==> src/rtl/cpu_pkg.sv <==
// Shared definitions for the multi-cycle CPU control sequencer:
// state encodings, reset defaults and instruction field helpers.
package cpu_pkg;

  typedef enum logic [2:0] {
    ST_IF   = 3'd0,
    ST_ID   = 3'd1,
    ST_EX   = 3'd2,
    ST_MEM  = 3'd3,
    ST_WB   = 3'd4,
    ST_HALT = 3'd5
  } cpu_state_e;

  localparam logic [31:0] DEF_RESET_PC = 32'h0000_0000;
  localparam logic [31:0] DEF_PC_STEP  = 32'd4;

  // J target and BBT offset field widths, plus the PC region bits kept on a jump
  localparam int unsigned J_TARGET_W    = 26;
  localparam int unsigned BBT_IMM_W     = 16;
  localparam int unsigned PC_REGION_LSB = 28;

  function automatic logic [31:0] bbt_offset(input logic [BBT_IMM_W-1:0] imm);
    return {{14{imm[BBT_IMM_W-1]}}, imm, 2'b00};
  endfunction

endpackage

==> src/rtl/cpu_pc_next.sv <==
// Combinational next-PC calculator used at instruction retire.
// Priority: jump, then taken branch-on-bit, then sequential step.
module cpu_pc_next
  import cpu_pkg::*;
#(
  parameter logic [31:0] PC_STEP = DEF_PC_STEP
) (
  input  logic [31:0] pc,
  input  logic [31:0] inst,
  input  logic        jmp,
  input  logic        bbt_taken,
  output logic [31:0] next_pc
);

  logic [31:0] seq_pc;
  logic        unused_opcode;

  assign seq_pc        = pc + PC_STEP;
  assign unused_opcode = ^inst[31:J_TARGET_W];

  always_comb begin
    next_pc = seq_pc;
    if (jmp) begin
      next_pc = {pc[31:PC_REGION_LSB], inst[J_TARGET_W-1:0], 2'b00};
    end else if (bbt_taken) begin
      next_pc = seq_pc + bbt_offset(inst[BBT_IMM_W-1:0]);
    end
  end

endmodule

==> src/rtl/cpu_ctrl_fsm.sv <==
// Multi-cycle control sequencer: fetch, decode, execute, memory, writeback,
// with PC ownership, halt-on-invalid and a retired-instruction counter.
module cpu_ctrl_fsm
  import cpu_pkg::*;
#(
  parameter logic [31:0] RESET_PC = DEF_RESET_PC,
  parameter logic [31:0] PC_STEP  = DEF_PC_STEP
) (
  input  logic        clk,
  input  logic        resetn,
  output logic        imem_req,
  output logic [31:0] imem_addr,
  input  logic        imem_ack,
  input  logic [31:0] imem_rdata,
  output logic [31:0] inst,
  input  logic        dec_wen,
  input  logic [4:0]  dec_waddr,
  input  logic        dec_mem_rd,
  input  logic        dec_mem_wr,
  input  logic        dec_jmp,
  input  logic        dec_bbt,
  input  logic        dec_invalid,
  input  logic        bbt_taken,
  output logic        dmem_req,
  output logic        dmem_we,
  input  logic        dmem_ack,
  output logic        rf_wen,
  output logic [4:0]  rf_waddr,
  output logic [31:0] pc,
  output logic [2:0]  state,
  output logic        halted,
  output logic [31:0] instret
);

  cpu_state_e  st;
  logic        bbt_q;
  logic        take_bbt;
  logic        retire;
  logic        is_mem;
  logic [31:0] next_pc;

  assign imem_addr = pc;
  assign state     = st;
  assign is_mem    = dec_mem_rd | dec_mem_wr;

  // A branch retiring straight out of EX must see the live condition; the
  // latched copy only matters if the branch were to pass through later states.
  assign take_bbt = dec_bbt & ((st == ST_EX) ? bbt_taken : bbt_q);

  always_comb begin
    retire = 1'b0;
    case (st)
      ST_EX:   retire = !is_mem && !dec_wen;
      ST_MEM:  retire = dmem_ack && dec_mem_wr;
      ST_WB:   retire = 1'b1;
      default: retire = 1'b0;
    endcase
  end

  cpu_pc_next #(
    .PC_STEP(PC_STEP)
  ) u_pc_next (
    .pc       (pc),
    .inst     (inst),
    .jmp      (dec_jmp),
    .bbt_taken(take_bbt),
    .next_pc  (next_pc)
  );

  always_ff @(posedge clk or negedge resetn) begin
    if (!resetn) begin
      st       <= ST_IF;
      pc       <= RESET_PC;
      inst     <= '0;
      instret  <= '0;
      imem_req <= 1'b0;
      dmem_req <= 1'b0;
      dmem_we  <= 1'b0;
      rf_wen   <= 1'b0;
      rf_waddr <= '0;
      halted   <= 1'b0;
      bbt_q    <= 1'b0;
    end else begin
      rf_wen <= 1'b0;

      if (retire) begin
        st       <= ST_IF;
        pc       <= next_pc;
        instret  <= instret + 32'd1;
        imem_req <= 1'b1;
      end

      case (st)
        ST_IF: begin
          // Request is registered, so the first IF cycle after reset only raises it
          if (!imem_req) begin
            imem_req <= 1'b1;
          end else if (imem_ack) begin
            inst     <= imem_rdata;
            imem_req <= 1'b0;
            st       <= ST_ID;
          end
        end
        ST_ID: begin
          if (dec_invalid) begin
            st     <= ST_HALT;
            halted <= 1'b1;
          end else begin
            st <= ST_EX;
          end
        end
        ST_EX: begin
          bbt_q <= bbt_taken;
          if (is_mem) begin
            st       <= ST_MEM;
            dmem_req <= 1'b1;
            dmem_we  <= dec_mem_wr;
          end else if (dec_wen) begin
            st       <= ST_WB;
            rf_wen   <= 1'b1;
            rf_waddr <= dec_waddr;
          end
        end
        ST_MEM: begin
          if (dmem_ack) begin
            dmem_req <= 1'b0;
            dmem_we  <= 1'b0;
            if (!dec_mem_wr) begin
              st       <= ST_WB;
              rf_wen   <= 1'b1;
              rf_waddr <= dec_waddr;
            end
          end
        end
        ST_WB: begin
        end
        ST_HALT: begin
        end
        default: begin
          st       <= ST_HALT;
          halted   <= 1'b1;
          imem_req <= 1'b0;
          dmem_req <= 1'b0;
          dmem_we  <= 1'b0;
        end
      endcase
    end
  end

endmodule

==> config.mk <==
export PLATFORM = sky130hd
export DESIGN_NAME = cpu_ctrl_fsm
export DESIGN_NICKNAME = d
export VERILOG_FILES = /design/src/rtl/cpu_pkg.sv /design/src/rtl/cpu_pc_next.sv /design/src/rtl/cpu_ctrl_fsm.sv
export SDC_FILE = /design/constraint.sdc
export NUM_CORES = 1
export LEC_CHECK = 0
export BUFFER_PORTS_ARGS = -buffer_cell sky130_fd_sc_hd__buf_2
export CAP_MARGIN = 20
export CORE_AREA = 2 2 85 169
export CTS_CLUSTER_DIAMETER = 30
export DETAILED_ROUTE_END_ITERATION = 10
export DIE_AREA = 0 0 87 171
export PLACE_DENSITY = 0.92
export SLEW_MARGIN = 20
export SYNTH_ARGS = -nofsm -noshare
export SYNTH_HDL_FRONTEND = slang
export SYNTH_SLANG_ARGS = --single-unit
==> constraint.sdc <==
create_clock -name clk -period 4.24 [get_ports clk]
set_input_delay 0.848 -clock clk [delete_from_list [all_inputs] [get_ports clk]]
set_output_delay 0.848 -clock clk [all_outputs]
set_load 0.01 [all_outputs]
==> run_results.csv, run 1 <==
group,metric,value,unit
timing,finalCriticalPeriod,3.96,ns
floorplan,die_y,171,um
route,drc,0,
setup_path,crit_fanout,6,
synth,postSynthCellCount,801,
cells_and_area,diodes,0,
cts,clockRootBuffer,"clkbuf_16",
route,vias_per_cell,6.06,
timing,worst_slew_margin_rel,0.292,
flow_run,timing.max_cap.violations,0,
route,drt_iter0_drc,573,
floorplan,start_util,0.529,
global_routing,grt_overflow,0,
timing,post-route-period-util,0.934,
placed_design,dp.final_hpwl,14200,um
cells_and_area,finish.instance_area,8400,um2
cts,cts_tree,"done",
cts,numCtsBuffers,9,
timing,setup_viol,0,
route,ant_nets,0,
global_routing,grt_max_degree,53,
cells_and_area,nets,1026,
synth,synth_edf_count,0,
timing,layout_setup_ws,0.280,ns
synth,synth.distinct_cells,63,
synth,ys_ff_latch,108,
cts,cts_setup_buffers,0,
synth,async_reset_ff_frac,1.00,
cells_and_area,layout-drive-gt1-share,0.275,
timing,fin_skew,0.0111,ns
power,p_sw_frac,0.476,
floorplan,dieArea,14900,um2
placed_design,dp_cells,1089,
outcome,status,"finished clean",
setup_path,worst-path-buf-inv,0,
synth,ys_warn_count,0,
placed_design,dpl-instance-area,8070,um2
floorplan,row_count,61,
power,p_leak,4.09,nW
cts,clockBufferDepth,2,
route,firstDrtPassIters,5,
cts,cts_hold_buffers,0,
power,combPwrFrac,0.590,
placed_design,place_ws,0.195,ns
cells_and_area,fin_util,0.615,
cells_and_area,syn_to_final_growth,16.2,%
power,clkPwrFrac,0.128,
setup_path,worstSetupPathDepth,16,
timing,fin_setup_tns,0,ns
cells_and_area,fill_cells,1098,
setup_path,crit_path_end,"imem_addr[31]",
global_routing,grt_pass1_wl,30400,um
route,vias,6694,
power,switchingPower,3.32,mW
floorplan,coreArea,13700,um2
setup_path,cp_top_family,"simple AND/OR/NAND/NOR gates",
placed_design,port_buffers,184,
timing,whs,0.476,ns
route,routedWlPerCell,17.4,um
setup_path,worstSetupPathType,"flop to flop",
setup_path,crit_path_end_kind,"flop",
global_routing,grt_pass1_vias,6472,
power,p_int,3.64,mW
setup_path,worstSetupStartpointType,"flop",
setup_path,ff2ff_setup_slack,0.28,ns
global_routing,antenna_found_initial,0,
cts,clock_latency,0.36,ns
route,finalWirelength,19300,um
setup_path,crit_required,4.52,ns
placed_design,gp_congestion,0.930,
cells_and_area,fin_cells,1105,
synth,syn_avg_cell_area,9.03,um2
timing,slew_viol_final,0,
cells_and_area,mostFrequentLayoutCells,"183 x buf_2, 107 x dfrtp_1, 79 x nand2_1",
synth,syn_area,7230,um2
setup_path,slowest_stage,"dfrtp_1",
power,total_power,6.96,mW
timing,finalHoldViolations,0,
floorplan,io_pins,189,
power,ir_drop,0.000521,V
setup_path,rr_worst_depth,16,
global_routing,track_usage,0.257,
synth,synth_ff_type,"dfrtp_1",
setup_path,crit-reg2reg-launch,"imem_addr[3]",
setup_path,startpoint,"imem_addr[3]",
timing,rsz0062_at_grt,"false",
cells_and_area,final_common_cell,"buf_2",
synth,ys_seq_area_frac,0.374,
floorplan,die_w,87,um
cts,cts.repair.resized,0,
power,cellPowerDensity,828,nW/um2
setup_path,r2r-end,"imem_addr[31]",
setup_path,cp.arrival,4.24,ns
power,p_seq_frac,0.282,
timing,worst_pin_slew,1.06,ns
timing,max_clock_freq,253,MHz
min_path,hp-class,"flop to flop",
cts,clock_sinks,108,
cts,htreeDepth,3,
setup_path,cpPeakStageDelay,0.45,ns
cts,clkTransAtPathRegs,0.07,ns
setup_path,cp_cell_sequence,"ha_2 -> nand4_4 -> nor4_4 -> nand3_2 -> or3_4 -> nor2_1 -> xor2_1 -> ha_1 -> nand2_1 -> nand2_1 -> a21o_1 -> or4_1 -> a311o_1 -> o211ai_1 -> mux2i_1 -> xor2_1",
==> power by group through the flow <==
| stage | logic [mW] | clock network [mW] | registers (mW) |
|---|---|---|---|
| floorplan | 2.92 | 0 | 1.98 |
| detailed placement | 4.03 | 0 | 1.97 |
| global placement | 3.89 | 0 | 1.93 |
| CTS | 4.06 | 0.913 | 1.95 |
| finish | 4.11 | 0.891 | 1.96 |
| global route | 4.50 | 0.957 | 2.03 |
==> cell type report <==
class                           instances  area, um2  area share
Clock buffer                           10        239      0.0284
Clock inverter                          6       81.3     0.00968
Inverter                               22       82.6     0.00983
Multi-Input combinational cell        609       4110       0.489
Sequential cell                       108       2700       0.322
Tap cell                              157        196      0.0234
Timing Repair Buffer                  193        991       0.118
==> layer usage <==
layer / part of all wire / routed length (um) / GRT usage / vias to the layer above
li1: - / - / - / 3101
met1: 0.38 / 7370 / 0.310 / 3199
met2: 0.51 / 9840 / 0.430 / 342
met3: 0.066 / 1270 / 0.0396 / 52
met4: 0.041 / 781 / 0.138 / 0
met5: 0 / 0 / 0 / -
==> synth_stat cells (all sizes together) (16+ instances only) <==
master	number	area share
nor3	17	0.012
mux2	35	0.054
xnor2	49	0.059
ha	34	0.059
inv	22	0.011
nand3	30	0.021
and3	16	0.014
xor2	31	0.038
nand2	79	0.041
nor2	69	0.036
nand4	17	0.018
a21oi	58	0.040
o21ai	41	0.028
dfrtp	108	0.37
clkbuf	26	0.013
a21o	16	0.017
buf	39	0.038
==> cells by family after synthesis <==
family          count (synthesis)  share of synthesized area
simple gates                  258                      0.174
compound gates                188                      0.163
flops                         108                      0.374
buf+inv                        87                     0.0631
xor+xnor                       80                     0.0969
mux                            44                     0.0669
fa+ha+maj                      35                     0.0616
other cells                     1                   0.000518
==> how the worst min path moves through the flow <==
stage,end,start,cells past startpoint,slack (ns)
after global placement,instret[31],instret[31],1,0.46
after detailed placement,imem_addr[31],imem_addr[31],1,0.47
after CTS,imem_addr[31],imem_addr[31],1,0.48
after global routing,instret[11],instret[11],1,0.51
final,imem_addr[31],imem_addr[31],1,0.48
after floorplan,bbt_q,bbt_q,2,0.46
==> flip-flops by register name (all words and copies together) (netlist names) <==
signal	count
bbt_q	1
dmem_req	1
dmem_we	1
halted	1
imem_addr	30
imem_req	1
inst	32
instret	32
rf_waddr	5
rf_wen	1
state	3
==> worst register-to-register path, stage by stage, from the launching register on <==
cell and delay, ns:
dfrtp_1 0.45, ha_2 0.28, nand4_4 0.16, nor4_4 0.25
nand3_2 0.16, or3_4 0.39, nor2_1 0.12, xor2_1 0.21
ha_1 0.31, nand2_1 0.09, nand2_1 0.05, a21o_1 0.18
or4_1 0.39, a311o_1 0.29, o211ai_1 0.14, mux2i_1 0.25
xor2_1 0.15
No activity file was read; power rests on OpenSTA's default activity.
==> inputs of run 2 (changes only) <==
Settings changed: RECOVER_POWER set to 50.
==> run 2 against run 1 <==
The flow now finishes with violations (capacitance limit, slew limit). Cell area is 1.1% lower. Via count is 0.60% higher. Final cell count stayed put. Clock power hardly changed. Largest cell class unchanged. Flip-flop and latch count stayed put. Sequential power hardly changed. Fmax is 0.27% higher. Setup slack better by 0.010 ns. Die area stayed put. Clock-buffer cell count stayed put. Highest routed layer unchanged. Largest power group unchanged. Critical path depth stayed put. First-iteration DRC count is 1.7% lower.
==> run_results.csv, run 2 (synthesis results as in run 1) <==
group,metric,value,unit
global_routing,grt_max_degree,53,
cells_and_area,layout-drive-gt1-share,0.208,
setup_path,startpoint,"imem_addr[3]",
timing,fin_setup_tns,0,ns
cts,clkTransAtPathRegs,0.07,ns
power,cellPowerDensity,834,nW/um2
setup_path,crit_fanout,6,
route,drc,0,
power,ir_drop,0.000522,V
floorplan,dieArea,14900,um2
timing,rsz0062_at_grt,"false",
timing,worst_slew_margin_rel,-0.869,
setup_path,worstSetupPathType,"flop to flop",
floorplan,start_util,0.529,
route,vias_per_cell,6.09,
route,finalWirelength,19300,um
timing,slew_viol_final,53,
timing,whs,0.482,ns
timing,layout_setup_ws,0.290,ns
power,p_leak,3.87,nW
timing,finalCriticalPeriod,3.95,ns
global_routing,antenna_found_initial,0,
cells_and_area,fill_cells,1133,
flow_run,timing.max_cap.violations,1,
cts,htreeDepth,3,
outcome,status,"complete, but fails checks",
cts,cts_tree,"done",
timing,worst_pin_slew,2.80,ns
floorplan,row_count,61,
setup_path,crit_required,4.52,ns
timing,setup_viol,0,
route,firstDrtPassIters,6,
cts,numCtsBuffers,9,
cts,clock_latency,0.36,ns
setup_path,crit_path_end_kind,"flop",
placed_design,gp_congestion,0.930,
route,routedWlPerCell,17.5,um
cells_and_area,syn_to_final_growth,14.9,%
floorplan,coreArea,13700,um2
cells_and_area,finish.instance_area,8310,um2
route,ant_nets,0,
cells_and_area,mostFrequentLayoutCells,"121 x buf_2, 107 x dfrtp_1, 79 x nand2_1",
cts,clock_sinks,108,
cells_and_area,final_common_cell,"buf_2",
outcome,violations,"capacitance limit, slew limit",
floorplan,die_y,171,um
global_routing,track_usage,0.257,
cells_and_area,diodes,0,
floorplan,io_pins,189,
min_path,hold_start,"imem_addr[31]",
setup_path,worstSetupStartpointType,"flop",
timing,fin_skew,0.0103,ns
cts,clockRootBuffer,"clkbuf_16",
route,vias,6734,
setup_path,cp.arrival,4.23,ns
timing,max_clock_freq,253,MHz
global_routing,grt_pass1_vias,6472,
cts,clockBufferDepth,2,
floorplan,die_w,87,um
timing,post-route-period-util,0.932,
placed_design,dp.final_hpwl,14200,um
global_routing,grt_pass1_wl,30400,um
cells_and_area,nets,1026,
global_routing,grt_overflow,0,
placed_design,port_buffers,184,
cells_and_area,fin_util,0.608,
placed_design,dpl-instance-area,8070,um2
min_path,hp-class,"flop to flop",
placed_design,place_ws,0.195,ns
timing,finalHoldViolations,0,
route,drt_iter0_drc,563,
setup_path,crit-reg2reg-launch,"imem_addr[3]",
-- run 2: changes by cell type in the layout (fill, tap and decap cells not counted), sizes merged --
cell and change:
buf -65, clkbuf +65
-- run 2: power breakdown --
group	internal [mW]	total, mW	switching, mW
sequential	1.40	1.97	0.569
clock	0.486	0.892	0.406
combinational	1.71	4.07	2.36
total	3.59	6.93	3.34
-- run 2: metrics by stage --
step | total power [mW] | instances
6_report | 6.93 | 1105
5_1_grt | 7.44 | 1105
4_1_cts | 6.92 | 1105
3_5_place_dp | 6.00 | 1089
3_3_place_gp | 5.82 | 1089
2_1_floorplan | 4.90 | 804
-- run 2: critical path, stage by stage, from the launching register on --
cell      delay [ns]
dfrtp_1         0.45
ha_2            0.28
nand4_4         0.16
nor4_4          0.25
nand3_2         0.16
or3_4           0.39
nor2_1          0.12
xor2_1          0.21
ha_1            0.31
nand2_1         0.09
nand2_1         0.05
a21o_1          0.18
or4_1           0.39
a311o_1         0.29
o211ai_1        0.14
mux2i_1         0.25
xor2_1          0.15
-- run 2: final timing paths --
path | to | slack (ns) | cells after the start
max | imem_addr[31] | 0.29 | 16
min reg2reg | imem_addr[31] | 0.48 | 1
max in group asynchronous | imem_addr[2] | 0.93 | 2
min | imem_addr[31] | 0.48 | 1
min in group asynchronous | imem_addr[31] | 1.40 | 1
max reg2reg | imem_addr[31] | 0.29 | 16
-- run 2: area by class of cell --
type	instances	area, um2	area share
well taps	157	196	0.0236
repair buffers	193	905	0.109
clock buffers	10	239	0.0288
clock inverters	6	81.3	0.00979
multi-input cells	609	4100	0.494
inverters	22	82.6	0.00994
flip-flops and latches	108	2700	0.325
-- run 2: metal layers --
layer | global-route usage | wire, um | share of wire | vias up
li1 | - | - | - | 3103
met1 | 0.310 | 7460 | 0.39 | 3246
met2 | 0.430 | 9850 | 0.51 | 326
met3 | 0.0396 | 1220 | 0.063 | 59
met4 | 0.138 | 792 | 0.041 | 0
met5 | 0 | 0 | 0 | -
-- run 2: timing repair --
item | CTS | global route
hold buffers | 0 | 0
setup endpoints to repair | 0 | 3
hold endpoints to repair | 0 | 0
gates resized for setup | 0 | 3
buffers inserted | 0 | 0
==> inputs of run 3 (changes only) <==
Settings changed: CORE_AREA 2 2 85 169 to 2 2 119 121, DIE_AREA 0 0 87 171 to 0 0 121 123.
==> run 3 against run 2 <==
The flow still finishes with violations (capacitance limit, slew limit). Worst hold slack better by 0.0032 ns. Clock-buffer cell count down 1. Critical path depth decreased by 1. Final cell count is 2.3% higher. Cell area rose by 0.83%. Setup slack improved by 0.0075 ns. Clock power shrank 2%. Routed wire length is 0.42% higher. Flip-flop and latch count unchanged. Power hardly changed.
==> run_results.csv, run 3 (synthesis results as in run 1) <==
group,metric,value,unit
outcome,status,"complete, but fails checks",
outcome,violations,"capacitance limit, slew limit",
cts,clkTransAtPathRegs,0.07,ns
setup_path,crit_path_end,"imem_addr[31]",
cts,cts_tree,"done",
global_routing,track_usage,0.261,
route,ant_nets,0,
route,vias,6689,
cts,clock_sinks,108,
floorplan,die_y,123,um
cells_and_area,fill_cells,1128,
cts,cts_hold_buffers,0,
cells_and_area,nets,1029,
timing,worst_pin_slew,2.18,ns
global_routing,grt_overflow,0,
floorplan,row_count,43,
timing,slew_viol_final,71,
timing,worst_slew_margin_rel,-0.451,
floorplan,start_util,0.531,
route,drc,0,
setup_path,worst-path-buf-inv,0,
global_routing,grt_pass1_vias,6365,
power,p_leak,3.90,nW
route,routedWlPerCell,17.2,um
timing,post-route-period-util,0.930,
power,total_power,6.93,mW
setup_path,crit_path_end_kind,"flop",
setup_path,crit-reg2reg-launch,"imem_addr[4]",
floorplan,io_pins,189,
setup_path,cp_top_family,"simple AND/OR/NAND/NOR gates",
route,drt_iter0_drc,686,
setup_path,worstSetupStartpointType,"flop",
flow_run,timing.max_cap.violations,2,
placed_design,gp_congestion,0.963,
placed_design,port_buffers,184,
power,cellPowerDensity,827,nW/um2
timing,fin_skew,0.0101,ns
floorplan,die_w,121,um
cells_and_area,final_common_cell,"buf_2",
timing,whs,0.485,ns
setup_path,cp_cell_sequence,"nand3_1 -> nor2_1 -> and3_1 -> and3_1 -> xor2_1 -> ha_1 -> nand2_1 -> nor2_1 -> a211oi_1 -> o21a_1 -> a21boi_1 -> a311o_1 -> o211ai_1 -> mux2i_1 -> xor2_1",
cells_and_area,fin_util,0.616,
cells_and_area,syn_to_final_growth,15.8,%
timing,finalCriticalPeriod,3.94,ns
setup_path,crit_fanout,9,
route,finalWirelength,19400,um
setup_path,r2r-end,"imem_addr[31]",
cts,htreeDepth,3,
cells_and_area,multi_input_area,4120,um2
min_path,hp-class,"flop to flop",
global_routing,grt_pass1_wl,31000,um
cts,clockBufferDepth,2,
placed_design,dp.final_hpwl,14200,um
global_routing,grt_max_degree,42,
route,firstDrtPassIters,5,
cells_and_area,mostFrequentLayoutCells,"122 x buf_2, 107 x dfrtp_1, 79 x nand2_1",
setup_path,rr_worst_depth,15,
cts,clockRootBuffer,"clkbuf_16",
power,ir_drop,0.000405,V
cts,numCtsBuffers,9,
route,vias_per_cell,5.92,
cts,clock_latency,0.36,ns
floorplan,coreArea,13600,um2
setup_path,worstSetupPathType,"flop to flop",
setup_path,cp.arrival,4.22,ns
cells_and_area,regArea,2700,um2
timing,finalHoldViolations,0,
cells_and_area,layout-drive-gt1-share,0.211,
setup_path,ff2ff_setup_slack,0.30,ns
setup_path,worstSetupPathDepth,15,
setup_path,slowest_stage,"dfrtp_1",
global_routing,antenna_found_initial,0,
cells_and_area,diodes,0,
setup_path,startpoint,"imem_addr[4]",
setup_path,cpPeakStageDelay,0.52,ns
setup_path,crit_required,4.52,ns
floorplan,dieArea,14900,um2
timing,setup_viol,0,
timing,max_clock_freq,254,MHz
[run 3: cell count changes in the layout (fill, tap and decap cells not counted), sizes merged]
cell / before / now
inv: 24 / 27
clkinv: 1 / 0
clkbuf: 75 / 73
buf: 128 / 132
clkinvlp: 2 / 0
[run 3: power breakdown]
part           total [mW]  internal [mW]  leakage [nW]  switching (mW)
clock network       0.876          0.468         0.149           0.408
logic                4.08           1.73          2.40            2.35
registers            1.98           1.40          1.35           0.579
[run 3: worst reg2reg max path, delay by kind of cell, from the launching register on]
kind / cells / cell delay (ns)
muxes: 1 / 0.25
AOI/OAI and AO/OA: 5 / 1.00
xor gates and xnor gates: 2 / 0.43
DFF: 1 / 0.52
and+or+nand+nor: 6 / 1.36
adders and majority gates: 1 / 0.32
[run 3: worst min-delay path by stage]
stage / start / endpoint / slack (ns) / cells after the start
finish: halted / halted / 0.49 / 2
global route: instret[13] / instret[13] / 0.51 / 1
CTS: resetn / inst[5] / 0.47 / 1
detailed placement: halted / halted / 0.47 / 2
global placement: instret[31] / instret[31] / 0.45 / 1
floorplan: bbt_q / bbt_q / 0.46 / 2
[run 3: repair_timing]
action,in CTS,in global routing
buffers inserted,0,1
endpoints found under the setup margin,0,2
gates resized for setup,0,5
[run 3: cell type report]
class | instances | area share
flip-flops and latches | 108 | 0.323
clock buffers | 9 | 0.0269
multi-input cells | 609 | 0.492
well taps | 180 | 0.0269
inverters | 22 | 0.00986
clock inverters | 6 | 0.00911
repair buffers | 196 | 0.113
[run 3: per-layer routing]
layer	global-route usage	vias to the layer above	wire length (um)
met2	0.432	338	9390
met3	0.0507	57	1490
li1	-	3110	-
met5	0	-	0
met1	0.336	3184	7860
met4	0.106	0	659
[run 3: metrics by stage]
step / instances / worst slack (ns) / TNS [ns] / area, um2
floorplan: 804 / 0.417 / 0 / 7240
global route: 1130 / -0.00361 / -0.00361 / 8380
global placement: 1113 / 0.365 / 0 / 8110
detailed placement: 1113 / 0.195 / 0 / 8110
CTS: 1128 / 0.167 / 0 / 8410
finish: 1130 / 0.298 / 0 / 8380
